File: src/rtl/mic3_sched_pkg.sv
// Shared types and constants for the PMOD MIC3 conversion sequencer.
package mic3_sched_pkg;
  typedef enum logic [2:0] {IDLE, SETUP, SHIFT, HOLD, ACCUM} state_t;

  localparam int FRAME_BITS = 16;
  localparam int DATA_BITS  = 12;
  localparam int OUT_BITS   = 24;
  localparam logic [DATA_BITS-1:0] MID_SCALE = 12'h800;
endpackage

File: src/rtl/mic3_spi_frame.sv
// One ADC frame: CS setup, 16 SCK periods shifting SDO MSB first, CS hold, then a
// one-cycle ACCUM slot that presents the 12 data bits on raw with done.
module mic3_spi_frame
  import mic3_sched_pkg::*;
#(
  parameter int sck_half = 2
) (
  input  logic                 clk,
  input  logic                 rst,
  input  logic                 start,
  input  logic                 sdo,
  output logic                 cs,
  output logic                 sck,
  output logic                 idle,
  output logic                 done,
  output logic [DATA_BITS-1:0] raw
);
  localparam int HW = $clog2(sck_half + 1);

  state_t                 state, state_nxt;
  logic [HW-1:0]          hcnt;
  logic                   phase;
  logic [3:0]             bcnt;
  logic [DATA_BITS-1:0]   shreg;
  logic                   half_end;

  assign half_end = (hcnt == HW'(sck_half - 1));

  always_ff @(posedge clk or negedge rst)
    if (!rst) state <= IDLE;
    else      state <= state_nxt;

  always_comb begin
    state_nxt = state;
    case (state)
      IDLE:  if (start) state_nxt = SETUP;
      SETUP: if (half_end) state_nxt = SHIFT;
      SHIFT: if (half_end && phase && bcnt == 4'd15) state_nxt = HOLD;
      HOLD:  if (half_end) state_nxt = ACCUM;
      ACCUM: state_nxt = IDLE;
      default: state_nxt = IDLE;
    endcase
  end

  always_comb begin
    cs   = !(state == SETUP || state == SHIFT || state == HOLD);
    sck  = (state == SHIFT) && phase;
    idle = (state == IDLE);
    done = (state == ACCUM);
    raw  = shreg;
  end

  // Only 12 bits are kept: the four leading frame bits fall off the top.
  always_ff @(posedge clk or negedge rst)
    if (!rst) begin
      hcnt  <= '0;
      phase <= 1'b0;
      bcnt  <= '0;
      shreg <= '0;
    end else if (state == SETUP || state == SHIFT || state == HOLD) begin
      hcnt <= half_end ? '0 : hcnt + 1'b1;
      if (state == SHIFT && half_end) begin
        phase <= ~phase;
        if (!phase) shreg <= {shreg[DATA_BITS-2:0], sdo};
        else        bcnt  <= bcnt + 1'b1;
      end
    end else begin
      hcnt  <= '0;
      phase <= 1'b0;
      bcnt  <= '0;
    end
endmodule

File: src/rtl/mic3_sample_scheduler.sv
// PMOD MIC3 sample scheduler: rate tick, offset removal, decimating average and a
// one-entry output register. Define MIC3_DC_TRACK_EN to add running DC removal.
module mic3_sample_scheduler
  import mic3_sched_pkg::*;
#(
  parameter int clk_mhz    = 100,
  parameter int sample_hz  = 48000,
  parameter int sck_half   = 2,
  parameter int decim_log2 = 2
) (
  input  logic                clk,
  input  logic                rst,
  input  logic                enable,
  output logic                cs,
  output logic                sck,
  input  logic                sdo,
  output logic [OUT_BITS-1:0] sample,
  output logic                sample_valid,
  input  logic                sample_ready,
  output logic                overrun,
  input  logic                clear_overrun
);
  localparam int PERIOD = clk_mhz * 1_000_000 / sample_hz;
  localparam int RW     = $clog2(PERIOD);
  localparam int AW     = DATA_BITS + decim_log2;
  localparam int CW     = decim_log2 + 1;

  if (PERIOD <= 34 * sck_half + 2) begin : g_bad_period
    $fatal(1, "mic3_sample_scheduler: period too short for one frame");
  end
  if (sck_half < 1 || decim_log2 < 0 || decim_log2 > 6) begin : g_bad_param
    $fatal(1, "mic3_sample_scheduler: sck_half or decim_log2 out of range");
  end

  logic [RW-1:0]               rate;
  logic                        tick, idle, done;
  logic [DATA_BITS-1:0]        raw;
  logic signed [DATA_BITS-1:0] x, res, y;
  logic signed [AW-1:0]        acc, sum, shifted;
  logic [CW-1:0]               cnt;
  logic                        grp_end, res_vld;

  assign tick = (rate == RW'(PERIOD - 1));

  always_ff @(posedge clk or negedge rst)
    if (!rst) rate <= '0;
    else      rate <= tick ? '0 : rate + 1'b1;

  mic3_spi_frame #(.sck_half(sck_half)) u_frame (
    .clk   (clk),
    .rst   (rst),
    .start (tick && enable),
    .sdo   (sdo),
    .cs    (cs),
    .sck   (sck),
    .idle  (idle),
    .done  (done),
    .raw   (raw)
  );

  assign x       = raw - MID_SCALE;
  assign sum     = acc + AW'(x);
  assign shifted = sum >>> decim_log2;
  assign grp_end = (cnt == CW'((1 << decim_log2) - 1));

  // Partial groups are dropped whenever the sequencer sits idle with enable low.
  always_ff @(posedge clk or negedge rst)
    if (!rst) begin
      acc     <= '0;
      cnt     <= '0;
      res     <= '0;
      res_vld <= 1'b0;
    end else begin
      res_vld <= 1'b0;
      if (idle && !enable) begin
        acc <= '0;
        cnt <= '0;
      end else if (done) begin
        if (grp_end) begin
          acc     <= '0;
          cnt     <= '0;
          res     <= shifted[DATA_BITS-1:0];
          res_vld <= 1'b1;
        end else begin
          acc <= sum;
          cnt <= cnt + 1'b1;
        end
      end
    end

`ifdef MIC3_DC_TRACK_EN
  // dc is Q12.6; its integer part is subtracted, then it leaks toward the result.
  logic signed [17:0]          dc;
  logic signed [DATA_BITS-1:0] dc_int;
  logic signed [12:0]          diff;
  logic signed [18:0]          err, step;

  assign dc_int = dc[17:6];
  assign diff   = 13'(res) - 13'(dc_int);
  assign err    = {res[DATA_BITS-1], res, 6'b0} - 19'(dc);
  assign step   = err >>> 10;

  always_comb begin
    y = diff[DATA_BITS-1:0];
    if (diff > 13'sd2047)       y = 12'sh7FF;
    else if (diff < -13'sd2048) y = 12'sh800;
  end

  always_ff @(posedge clk or negedge rst)
    if (!rst)         dc <= '0;
    else if (res_vld) dc <= dc + step[17:0];
`else
  assign y = res;
`endif

  always_ff @(posedge clk or negedge rst)
    if (!rst) begin
      sample       <= '0;
      sample_valid <= 1'b0;
      overrun      <= 1'b0;
    end else begin
      if (res_vld && (!sample_valid || sample_ready)) begin
        sample       <= {{(OUT_BITS-DATA_BITS){y[DATA_BITS-1]}}, y};
        sample_valid <= 1'b1;
      end else if (sample_ready) begin
        sample_valid <= 1'b0;
      end
      if (res_vld && sample_valid && !sample_ready) overrun <= 1'b1;
      else if (clear_overrun)                       overrun <= 1'b0;
    end
endmodule

File: config.mk
export PLATFORM = sky130hd
export DESIGN_NAME = mic3_sample_scheduler
export DESIGN_NICKNAME = d
export VERILOG_FILES = /design/src/rtl/mic3_sched_pkg.sv /design/src/rtl/mic3_spi_frame.sv /design/src/rtl/mic3_sample_scheduler.sv
export SDC_FILE = /design/constraint.sdc
export NUM_CORES = 1
export LEC_CHECK = 0
export BUFFER_PORTS_ARGS = -buffer_cell sky130_fd_sc_hd__buf_2
export CORE_MARGIN = 5
export CORE_UTILIZATION = 45
export CTS_BUF_LIST = sky130_fd_sc_hd__clkbuf_8
export CTS_CLUSTER_DIAMETER = 200
export CTS_CLUSTER_SIZE = 20
export DETAILED_ROUTE_END_ITERATION = 16
export SYNTH_ARGS = -nofsm -noshare
export SYNTH_HDL_FRONTEND = slang
export SYNTH_SLANG_ARGS = --single-unit
File: constraint.sdc
create_clock -name clk -period 3.2 [get_ports clk]
set_input_delay 0.32 -clock clk [delete_from_list [all_inputs] [get_ports clk]]
set_output_delay 0.32 -clock clk [all_outputs]
set_load 0.03 [all_outputs]
# Word-level counts from Yosys, hierarchy flattened
# Index checks and enable logic that the tools add are counted.
# op_classes
n_bitwise	2
eq_ne	14
muxes	26
reduce_logical	24
n_addsub	6
# op_table
operator	count
$mux 14	3
$mux 3	7
$add 14x12->14	1
$add 12x1->12 const B	1
$eq 12x12->1 const B	1
$mux 12	1
$mux 4	3
$pmux 3 s4	1
$sub 12x12->12 const B	1
$ne 2x1->1 const B	5
$eq 3x2->1 const B	3
$logic_and 1x1->1	9
$mux 1	9
$reduce_and 3->1	2
$reduce_bool 2->1	3
$add 4x1->4 const B	1
$eq 4x4->1 const B	1
$logic_not 1->1	4
$mux 2	2
$reduce_and 4->1	1
$add 3x1->3 const B	1
$eq 3x1->1 const B	1
$eq 3x3->1 const B	1
$logic_not 3->1	1
6 further kinds	9
# word_totals
output_inout_bits	28
ff_bits	78
elab_cells	85

# Depth between registers and ports, before layout
# depth
ltp_word	5
mapped_depth	8
ltp_nobuf	8

# Hierarchy
# A second synthesis with hierarchy kept.
# unflattened
hier_cells	331
area_unflattened_um2	3966.3
# modules_own_cells
mod	cells_per_inst	area_per_inst_um2	n_inst
mic3_sample_scheduler	258	2979.1	1
mic3_spi_frame	73	987.2	1

# Least setup slack after synthesis
# No wires, ideal clock.
# synth_timing
path_kind	register to register
startpoint	reg u_frame.shreg[0] (netlist: u_frame.raw[0])
endpoint	reg acc[8]
t_required_ns	3.074
path_stages_with_launch	9
slack_ns	1.215
synth_period_minus_slack_ns	1.985
setup_time_ns	0.126
t_arrival_ns	1.859
cell_sequence	dfrtp_1 -> ha_1 -> inv_1 -> fa_1 -> nand2b_1 -> a21o_1 -> a21o_1 -> and4_1 -> a221o_1
# synth_between
elab_chain_len	5
# synth_lines
item	line	source
start: declaration	mic3_spi_frame.sv:24	logic [DATA_BITS-1:0] shreg;
start signal: assignment	mic3_spi_frame.sv:64	if (!phase) shreg <= {shreg[DATA_BITS-2:0], sdo};
$sub 12x12->12	mic3_sample_scheduler.sv:61	assign x = raw - MID_SCALE;
$add 14x12->14	mic3_sample_scheduler.sv:62	assign sum = acc + AW'(x);
$mux 14	mic3_sample_scheduler.sv:79	if (grp_end) begin
$mux 14	mic3_sample_scheduler.sv:78	end else if (done) begin
$mux 14	mic3_sample_scheduler.sv:75	if (idle && !enable) begin
end signal: assignment	mic3_sample_scheduler.sv:85	acc <= sum;
end: declaration	mic3_sample_scheduler.sv:39	logic signed [AW-1:0] acc, sum, shifted;
# Every way passes these cells. The select of a mux whose other input is x is not followed.
# A chain may end at the register's enable or synchronous reset.

# Worst setup path after layout
# layout_timing
startpoint	reg u_frame.shreg[0] (netlist: u_frame.raw[0])
endpoint	reg acc[10]
# Same word-level chain as after synthesis.

==> flow_summary_export.csv <==
group,metric,value,unit
yosys,yosys-top-cells-area,"dfrtp_1, mux2_2, ha_1",
timing,fin_crit_sh,66.64,%
worst_hold_path,hold_class,"input port to asynchronous set/reset pin",
yosys,avgSynthCellArea,10.97,µm²
final_layout,fill_cells,799,
place,placed_cells,479,
power_and_ir_drop,p_leak,2.165,nW
global_route,grt_pass1_vias,2716,
yosys,yosys_warnings,0,
timing,layout_setup_ws,1.068,ns
yosys,synth.top_cells.by_count,"dfrtp_1, nand2_1, mux2_2",
place,place_congestion,0.8650,
yosys,ys.flop_type,"dfrtp_1",
critical_path,worstSetupPathType,"flop to flop",
clock_tree,clockRootBuffer,"clkbuf_8",
timing,relSlewSlack,33.71,%
timing,slew_viol_final,0,
route,drc,0,
global_route,grt.total_usage,14.70,%
yosys,synth_most_common_cell,"dfrtp_1",
power_and_ir_drop,pwr_density_cell,446.6,nW/µm²
critical_path,cp_slowest_cell,"fa_1",
clock_tree,clkSinkCount,78,
critical_path,cp.required,3.43,ns
clock_tree,post_cts_buffers,0,
global_route,grt_overflow_total,0,
floorplan,io_pins,34,
critical_path,cp_cell_sequence,"ha_1 > inv_1 > fa_1 > nand2b_1 > a21o_1 > a211oi_1 > o21ai_0 > a32o_1",
route,wl_per_cell,15.15,µm
yosys,synth_cell_types,53,
yosys,synth-async-reset-ratio,100.0,%
clock_tree,cts_resized,0,
power_and_ir_drop,peakVddDrop,0.0002293,V
route,vias_per_cell,5.477,
global_route,grt_pass1_wl,13190,µm
critical_path,arrival,2.37,ns
place,dpl_cell_area,4124,µm²
final_layout,synthToLayoutAreaGrowth,10.14,%
floorplan,fp.dieW,103.7,µm
final_layout,finish.utilization,50.35,%
final_layout,finalNetCount,406,
route,first_pass_iters,4,
clock_tree,cts_buffer_depth,2,
floorplan,die_area,10750,µm²
timing,clock.fmax,0.4689,GHz
timing,rsz0062_at_grt,"no",
critical_path,cp-start-kind,"flop",
yosys,syn_inst,360,
clock_tree,cts_hold_buf,0,
yosys,netlist_area,3948,µm²
outcome,outcome,"completed",
yosys,synth_top_area_share,49.45,%
timing,fin_setup_tns,0,ns
yosys,synth_nets,384,
route,drtIter0Drc,105,
final_layout,area.sequential,1952,µm²
global_route,grt_antenna_before_repair,0,
critical_path,cpPeakStageDelay,0.38,ns
final_layout,diodes,0,
route,wl,7469,µm
critical_path,cp-end-kind,"flop",
timing,hold_slack,0.1545,ns
final_layout,stdcell_count,493,
floorplan,placementRows,34,
power_and_ir_drop,power.total,1.942,mW
timing,fin_crit,2.132,ns
floorplan,initial_core_util,45.71,%
place,port_buffers,33,
global_route,grt_max_degree,79,
floorplan,die_y,103.7,µm
timing,setup_viol,0,
clock_tree,cts_tree,"built",
critical_path,critical_path.max_fanout,4,
clock_tree,cts_made_buffers,9,
route,via_count,2700,
timing,hold_violations,0,
final_layout,final_area,4348,µm²
place,pre_cts_slack,1.048,ns
yosys,ys_seq_area_share,49.45,%
clock_tree,clk_latency,0.34,ns
place,hpwl,5278,µm
final_layout,multi_input_area,1813,µm²
final_layout,drive_gt1_share,22.86,%
yosys,synth_top_area_cell,"dfrtp_1",
run,drv_cap,0,
yosys,ys_ff_latch,78,
clock_tree,clkTransAtPathRegs,0.08,ns
floorplan,core,8636,µm²
yosys,synth_edf_count,0,
clock_tree,cts-htree-levels,3,
route,postRouteAntennaNets,0,
timing,worst_slew_pin_slew,0.9944,ns
timing,worst_clock_skew,0.009199,ns
==> power breakdown <==
group	switching (mW)	total [mW]	internal (mW)	leakage, nW
combinational	0.0547	0.0824	0.0278	1.06
sequential	0.00682	0.999	0.992	0.993
clock	0.353	0.860	0.507	0.115
==> cells in the final DEF, fill, tap and decap left out, types with 6 or more instances in the layout <==
cell / instances
inv_1: 11
buf_2: 32
and3_1: 6
nand3_1: 12
ha_1: 17
dfrtp_1: 78
mux2_2: 27
and2_1: 6
a21oi_1: 15
xnor2_1: 8
clkbuf_8: 9
nor2_1: 17
nand2_1: 28
a21o_1: 7
xor2_1: 10
o21ai_0: 15
==> critical path: cells and delay by family, from the launching register on <==
family	cells	cell delay, ns
buffers and inverters	1	0.05
and+or+nand+nor	1	0.17
adders and majority gates	2	0.55
AOI/OAI and AO/OA	4	0.87
DFF	1	0.37
==> area by class of cell <==
type | instances | share of cell area [%]
well taps | 108 | 3.108
inverters | 11 | 0.9496
flip-flops and latches | 78 | 44.89
clock buffers | 9 | 2.849
repair buffers | 35 | 4.201
clock inverters | 5 | 2.302
multi-input cells | 247 | 41.70
==> per-layer routing <==
layer | global-route usage, % | up-vias | share of wire (%)
met5 | 0 | - | 0
met4 | 3.885 | 0 | 1.3
met3 | 3.669 | 8 | 3.7
met2 | 24.23 | 45 | 48
met1 | 19.33 | 1321 | 47
li1 | - | 1326 | -
==> state kept, by name, indices dropped and copies added, names as in the netlist, 2 cells and up <==
register / count
acc: 14
rate: 12
res: 12
sample: 12
u_frame.raw: 12
u_frame.bcnt: 4
cnt: 3
u_frame.state: 3
u_frame.hcnt: 2
==> cells by family after synthesis <==
family | Yosys count | synth area share, %
DFF | 78 | 49.45
adders and majority gates | 18 | 5.895
AOI/OAI and AO/OA | 78 | 14.04
xor gates and xnor gates | 18 | 3.994
and+or+nand+nor | 106 | 14.30
muxes | 27 | 7.702
buffers and inverters | 35 | 4.628
==> final timing paths <==
kind,endpoint,depth (start not counted),from,slack (ns)
max,acc[10],8,u_frame.raw[0],1.07
min in group clk,overrun,2,clear_overrun,0.16
max reg2reg,acc[10],8,u_frame.raw[0],1.07
min,res[11],1,rst,0.15
max in group asynchronous,acc[0],1,rst,2.43
min reg2reg,sample_valid,2,res_vld,0.48
No activity file was read; power rests on OpenSTA's default activity.
